==> src/rtl/seg7_scan_if.sv <==
// Bundle between the ATM pattern source and the multiplexed 7-segment scan driver.
// The master side supplies the digit patterns and display modes. The slave side drives the display pins.
interface seg7_scan_if;
    logic [6:0] digit1;
    logic [6:0] digit2;
    logic [6:0] digit3;
    logic [6:0] digit4;
    logic [3:0] dp_mask;
    logic       blank;
    logic       blink;
    logic [6:0] seg;
    logic       dp;
    logic [3:0] an;
    logic       frame_tick;

    modport master (
        output digit1, digit2, digit3, digit4, dp_mask, blank, blink,
        input  seg, dp, an, frame_tick
    );

    modport slave (
        input  digit1, digit2, digit3, digit4, dp_mask, blank, blink,
        output seg, dp, an, frame_tick
    );
endinterface

==> src/rtl/seg7_scan_driver.sv <==
// Time-multiplexes four frame-latched digit patterns onto a common-anode 4-digit display.
// It also provides an anti-ghost guard time, blanking and a frame-based blink mode.
module seg7_scan_driver #(
    parameter int REFRESH_DIV  = 100000,
    parameter int GUARD        = 2000,
    parameter int BLINK_FRAMES = 125
) (
    input  logic        clk,
    input  logic        rst,
    seg7_scan_if.slave  bus
);

    localparam int CNT_W = (REFRESH_DIV > 1) ? $clog2(REFRESH_DIV) : 1;
    localparam int BC_W  = $clog2(BLINK_FRAMES) + 1;

    localparam logic [0:0] PHASE_ON  = 1'b0;
    localparam logic [0:0] PHASE_OFF = 1'b1;

    logic [CNT_W-1:0] cnt_r;
    logic [1:0]       slot_r;
    logic [6:0]       shadow_r [4];
    logic [3:0]       shadow_dp_r;
    logic [BC_W-1:0]  blink_cnt_r;
    logic [0:0]       phase_r;
    logic [6:0]       seg_r;
    logic             dp_r;
    logic [3:0]       an_r;
    logic             frame_tick_r;

    logic [CNT_W-1:0] cnt_nxt_s;
    logic [1:0]       slot_nxt_s;
    logic             wrap_s;
    logic             frame_s;
    logic [6:0]       shadow_nxt_s [4];
    logic [3:0]       shadow_dp_nxt_s;
    logic [BC_W-1:0]  blink_cnt_nxt_s;
    logic [0:0]       phase_nxt_s;
    logic             visible_s;
    logic [6:0]       seg_nxt_s;
    logic             dp_nxt_s;
    logic [3:0]       an_nxt_s;

    // Next-state for scan counters, frame latch and blink phase
    always_comb begin
        wrap_s          = (cnt_r == CNT_W'(REFRESH_DIV - 1));
        frame_s         = wrap_s && (slot_r == 2'd3);
        cnt_nxt_s       = cnt_r + {{(CNT_W-1){1'b0}}, 1'b1};
        slot_nxt_s      = slot_r;
        shadow_dp_nxt_s = shadow_dp_r;
        blink_cnt_nxt_s = blink_cnt_r;
        phase_nxt_s     = phase_r;
        for (int i = 0; i < 4; i++) begin
            shadow_nxt_s[i] = shadow_r[i];
        end

        if (wrap_s) begin
            cnt_nxt_s  = {CNT_W{1'b0}};
            slot_nxt_s = slot_r + 2'd1;
        end else begin
            slot_nxt_s = slot_r;
        end

        if (frame_s) begin
            shadow_nxt_s[0] = bus.digit1;
            shadow_nxt_s[1] = bus.digit2;
            shadow_nxt_s[2] = bus.digit3;
            shadow_nxt_s[3] = bus.digit4;
            shadow_dp_nxt_s = bus.dp_mask;
        end else begin
            shadow_dp_nxt_s = shadow_dp_r;
        end

        // Dropping blink restarts the next episode from a full ON half-period
        if (!bus.blink) begin
            blink_cnt_nxt_s = {BC_W{1'b0}};
            phase_nxt_s     = PHASE_ON;
        end else if (frame_s) begin
            if (blink_cnt_r == BC_W'(BLINK_FRAMES - 1)) begin
                blink_cnt_nxt_s = {BC_W{1'b0}};
                case (phase_r)
                    PHASE_ON:  phase_nxt_s = PHASE_OFF;
                    PHASE_OFF: phase_nxt_s = PHASE_ON;
                    default:   phase_nxt_s = PHASE_ON;
                endcase
            end else begin
                blink_cnt_nxt_s = blink_cnt_r + {{(BC_W-1){1'b0}}, 1'b1};
            end
        end else begin
            blink_cnt_nxt_s = blink_cnt_r;
        end
    end

    // Output decode from next-state so the registered pins line up with cnt/slot
    always_comb begin
        visible_s = !bus.blank
                    && !(bus.blink && (phase_nxt_s == PHASE_OFF))
                    && (cnt_nxt_s >= CNT_W'(GUARD));
        seg_nxt_s = 7'h7F;
        dp_nxt_s  = 1'b1;
        an_nxt_s  = 4'b1111;
        if (visible_s) begin
            seg_nxt_s = ~shadow_nxt_s[slot_nxt_s];
            dp_nxt_s  = ~shadow_dp_nxt_s[slot_nxt_s];
            case (slot_nxt_s)
                2'd0:    an_nxt_s = 4'b1110;
                2'd1:    an_nxt_s = 4'b1101;
                2'd2:    an_nxt_s = 4'b1011;
                2'd3:    an_nxt_s = 4'b0111;
                default: an_nxt_s = 4'b1111;
            endcase
        end else begin
            an_nxt_s = 4'b1111;
        end
    end

    // State and output registers with synchronous active-low reset
    always_ff @(posedge clk) begin
        if (!rst) begin
            cnt_r        <= {CNT_W{1'b0}};
            slot_r       <= 2'd0;
            shadow_dp_r  <= 4'b0000;
            blink_cnt_r  <= {BC_W{1'b0}};
            phase_r      <= PHASE_ON;
            seg_r        <= 7'h7F;
            dp_r         <= 1'b1;
            an_r         <= 4'b1111;
            frame_tick_r <= 1'b0;
            for (int i = 0; i < 4; i++) begin
                shadow_r[i] <= 7'h00;
            end
        end else begin
            cnt_r        <= cnt_nxt_s;
            slot_r       <= slot_nxt_s;
            shadow_dp_r  <= shadow_dp_nxt_s;
            blink_cnt_r  <= blink_cnt_nxt_s;
            phase_r      <= phase_nxt_s;
            seg_r        <= seg_nxt_s;
            dp_r         <= dp_nxt_s;
            an_r         <= an_nxt_s;
            frame_tick_r <= frame_s;
            for (int i = 0; i < 4; i++) begin
                shadow_r[i] <= shadow_nxt_s[i];
            end
        end
    end

    assign bus.seg        = seg_r;
    assign bus.dp         = dp_r;
    assign bus.an         = an_r;
    assign bus.frame_tick = frame_tick_r;

endmodule

==> src/flat_wrapper.sv <==
// flat-port wrapper written by rule: the top's interface ports become plain ports
module seg7_scan_driver_flat 
#(
    parameter int REFRESH_DIV  = 100000,
    parameter int GUARD        = 2000,
    parameter int BLINK_FRAMES = 125
)
  (clk, rst, bus_digit1, bus_digit2, bus_digit3, bus_digit4, bus_dp_mask, bus_blank, bus_blink, bus_seg, bus_dp, bus_an, bus_frame_tick);
  seg7_scan_if bus_i ();
  input  logic clk;
  input  logic rst;
  input wire logic [$bits(bus_i.digit1)-1:0] bus_digit1;
  input wire logic [$bits(bus_i.digit2)-1:0] bus_digit2;
  input wire logic [$bits(bus_i.digit3)-1:0] bus_digit3;
  input wire logic [$bits(bus_i.digit4)-1:0] bus_digit4;
  input wire logic [$bits(bus_i.dp_mask)-1:0] bus_dp_mask;
  input wire logic [$bits(bus_i.blank)-1:0] bus_blank;
  input wire logic [$bits(bus_i.blink)-1:0] bus_blink;
  output wire logic [$bits(bus_i.seg)-1:0] bus_seg;
  output wire logic [$bits(bus_i.dp)-1:0] bus_dp;
  output wire logic [$bits(bus_i.an)-1:0] bus_an;
  output wire logic [$bits(bus_i.frame_tick)-1:0] bus_frame_tick;
  assign bus_i.digit1 = bus_digit1;
  assign bus_i.digit2 = bus_digit2;
  assign bus_i.digit3 = bus_digit3;
  assign bus_i.digit4 = bus_digit4;
  assign bus_i.dp_mask = bus_dp_mask;
  assign bus_i.blank = bus_blank;
  assign bus_i.blink = bus_blink;
  assign bus_seg = bus_i.seg;
  assign bus_dp = bus_i.dp;
  assign bus_an = bus_i.an;
  assign bus_frame_tick = bus_i.frame_tick;
  seg7_scan_driver #(.REFRESH_DIV(REFRESH_DIV), .GUARD(GUARD), .BLINK_FRAMES(BLINK_FRAMES)) u_core (.clk(clk), .rst(rst), .bus(bus_i));
endmodule
==> config.mk <==
export PLATFORM = sky130hd
export DESIGN_NAME = seg7_scan_driver_flat
export DESIGN_NICKNAME = d
export VERILOG_FILES = /design/src/rtl/seg7_scan_if.sv /design/src/rtl/seg7_scan_driver.sv /design/src/flat_wrapper.sv
export SDC_FILE = /design/constraint.sdc
export NUM_CORES = 1
export LEC_CHECK = 0
export CAP_MARGIN = 25
export CORE_ASPECT_RATIO = 1.75
export CORE_MARGIN = 5
export CORE_UTILIZATION = 49
export CTS_CLUSTER_SIZE = 14
export DETAILED_ROUTE_END_ITERATION = 12
export GPL_TIMING_DRIVEN = 0
export PLACE_DENSITY = 0.76
export SLEW_MARGIN = 20
export SYNTH_ARGS = -nofsm -noshare
export SYNTH_HDL_FRONTEND = slang
export SYNTH_SLANG_ARGS = --single-unit
export TNS_END_PERCENT = 1
==> constraint.sdc <==
create_clock -name clk -period 2.43 [get_ports clk]
set_input_delay 0.243 -clock clk [delete_from_list [all_inputs] [get_ports clk]]
set_output_delay 0.243 -clock clk [all_outputs]
set_load 0.03 [all_outputs]
==> impl_metrics.toml <==
[global_route]
gr-usage-met1_pct = 19.8
grt_max_degree = 13
gr-usage-all-layers_pct = 20.3
grt_first_pass_wirelength_mm = 13.3
antenna_found_initial = 0
grt_busiest_layer = "met2"
grt_pass1_vias = 2795
use_met3_pct = 6.12
grt-ovfl-total = 0
grt_use_met2_pct = 36.1

[logic_synthesis]
ys_seq_area_share_pct = 44.2
synth_compound_area_share_pct = 9.13
synth_area_leaders = "dfxtp_1 (44%), mux2i_1 (11%), nor2b_1 (6.4%)"
synth_top_flop_cell = "dfxtp_1"
ys_warn_count = 0
synth_top_family_by_area = "simple AND/OR/NAND/NOR gates"
syn_nets = 387
async_flop_share_pct = 0
synth-simple-area-share_pct = 24.4
synth_top_cell_by_area = "dfxtp_1"
netlist-cell-type-count = 50
synth_xor_area_share_pct = 5.83
synth-edff-count = 0
synthMuxAreaShare_pct = 10.9
netlist_area_um2 = 3300
synthCells = 347
yosys_register_bits = 73
synth_fa_ha_area_share_pct = 1.52
synth.avg_cell_area_um2 = 9.52
synth_top_area_share_pct = 44.2

[sta]
worst_pin_slew_ns = 0.565
fin_crit_ns = 2.46
hold_viol = 0
fin_setup_tns_ns = -0.115
period_share_pct = 101
clock.fmax_mhz = 407
setup_violations = 8
fin_skew_ns = 0.00516
slew_headroom_pct = 62.3
rsz0062_at_grt = "true"
worst_slack_ns = -0.0293
slew_viol_final = 0

[die]
initial_core_util_pct = 50.5
core_um2 = 6540
io_pins = 49
die_y_um = 119
fp-row-count = 39
die-area_um2 = 8550
die_w_um = 72.1

[worst_setup_path]
cp.arrival_ns = 2.73
worst-path-max-fanout = 10
cp-start-kind = "flip-flop"
slowest_delay_ns = 0.56
worstPathRequired_ns = 2.70
end_kind = "flip-flop"
cp_top_family = "simple AND/OR/NAND/NOR gates"
cp_num_buf_inv = 3
critPathSlowestCell = "or4b_4"
cp_common_cell = "buf_6"
critPathKind = "reg -> reg"
path_cells = "nand2_2, or4b_4, buf_4, or2_0, buf_6, and3_4, o311a_4, buf_6, nand3_1"

[layout]
fin_area_um2 = 4320
instances_no_fill = 492
nets = 445
drive_gt1_share_pct = 13.2
diodes = 0
final_cell_mix = "dfxtp_1 (71), clkdlybuf4s50_1 (48), mux2i_1 (34), nor2b_1 (34), nor2_1 (26)"
areaGrowthSynthToFinish_pct = 30.8
layout_commonest_cell = "dfxtp_1"

[clock_network]
cts-root-buf = "clkbuf_16"
numCtsBuffers = 9
postCtsHoldBufs = 0
htree_num_levels = 3
clock-sinks = 73
cts_buffer_depth = 2
clk_pin_slew_ns = 0.06
clk_latency_ns = 0.34
cts_tree = "yes"

[placement]
place_area_um2 = 3890
gp_congestion = 0.827
dp_hpwl_mm = 5.74
dp.cells = 477
place_ws_ns = -0.369
io_buffers = 48

[pwr]
power.leakage_nw = 1.74
seq_power_share_pct = 45.4
p_sw_uw = 533
power_frac_comb_pct = 3.9
ir_drop_uv = 614
p_per_area_nw_per_um2 = 614
clock_power_share_pct = 50.6
sw_frac_of_total_pct = 20.1
power_mw = 2.65
internal_power_mw = 2.12

[detailed_routing]
drc = 0
ant_nets = 0
drt-pass1-iter-count = 4
totalWireLength_mm = 8.15
dr_total_vias = 2728
drt_iter0_drc = 161
via_per_inst = 5.54
wl_per_cell_um = 16.6

[run_status]
status = "complete, but fails checks"
violations = "setup timing"

[job]
cap_violations = 0

[min_path]
min-delay-path-class = "reg -> reg"
[layer usage]
metal	part of all wire [%]	routed length (um)
met5	0	0
met4	4.0	324
met3	4.7	380
met2	54	4440
met1	37	3010
[sequential cells by signal, summed over array words and instances (netlist names), 2 cells and up]
signal,flops
u_core.blink_cnt_r,8
u_core.bus.an,4
u_core.bus.seg,7
u_core.cnt_r,17
u_core.shadow_dp_r,4
u_core.shadow_r,28
u_core.slot_r,2
[final cells by class]
type                            count  area, um^2
Clock buffer                       12         256
Timing Repair Buffer               49         500
Inverter                            7        26.3
Tap cell                           82         103
Clock inverter                      4        51.3
Sequential cell                    73        1460
Multi-Input combinational cell    245        1800
Buffer                             20         121
Fill cell                         535        2220
[metrics by stage]
step,hold slack (ns),util (%)
after floorplan,0.391,-
after global placement,0.438,59.4
after detailed placement,0.456,59.4
after CTS,0.503,65.5
after global routing,0.494,66.1
final,0.469,66.1
[power by group through the flow]
stage	combinational (mW)	sequential [mW]	clock [mW]
after floorplan	0.0316	1.23	0
after global placement	0.101	1.23	0
after detailed placement	0.102	1.23	0
after CTS	0.105	1.21	1.36
after global routing	0.111	1.21	1.43
final	0.105	1.21	1.34
[kinds of logic (layout without fill, tap and decap cells)]
| group | count (synthesis) | after routing |
|---|---|---|
| AND/OR/NAND/NOR | 143 | 143 |
| flip-flops | 73 | 73 |
| AO/OA/AOI/OAI | 40 | 40 |
| multiplexers | 36 | 36 |
| buffers and inverters | 29 | 92 |
| XOR/XNOR | 22 | 22 |
| adder cells (fa/ha/maj) | 4 | 4 |
[worst paths after layout]
path	from	to	slack, ns	cells after the start
min	u_core.cnt_r[0]$_SDFF_PN0_	u_core.cnt_r[0]$_SDFF_PN0_	0.47	1
max	u_core.cnt_r[16]$_SDFF_PN0_	u_core.bus.seg[0]$_SDFF_PN1_	-0.03	9
min reg2reg	u_core.cnt_r[0]$_SDFF_PN0_	u_core.cnt_r[0]$_SDFF_PN0_	0.47	1
max reg2reg	u_core.cnt_r[16]$_SDFF_PN0_	u_core.bus.seg[0]$_SDFF_PN1_	-0.03	9
[cell usage after synthesis (6+ instances only)]
cell      number
a22oi_1       16
buf_2          6
clkbuf_1      10
dfxtp_1       73
inv_1          7
mux2i_1       36
nand2_1       16
nand3_1       17
nand4_1        6
nor2_1        27
nor2b_1       34
nor3_1        10
o21ai_0        8
xnor2_1       15
xor2_1         7
[repair_timing]
item,4_1_cts,5_1_grt
endpoints found under the setup margin,22,23
buffers inserted,1,0
cloned,0,0
pin swaps,1,0
gates resized for setup,18,14
Note: power is estimated with default switching activity, not from simulation.
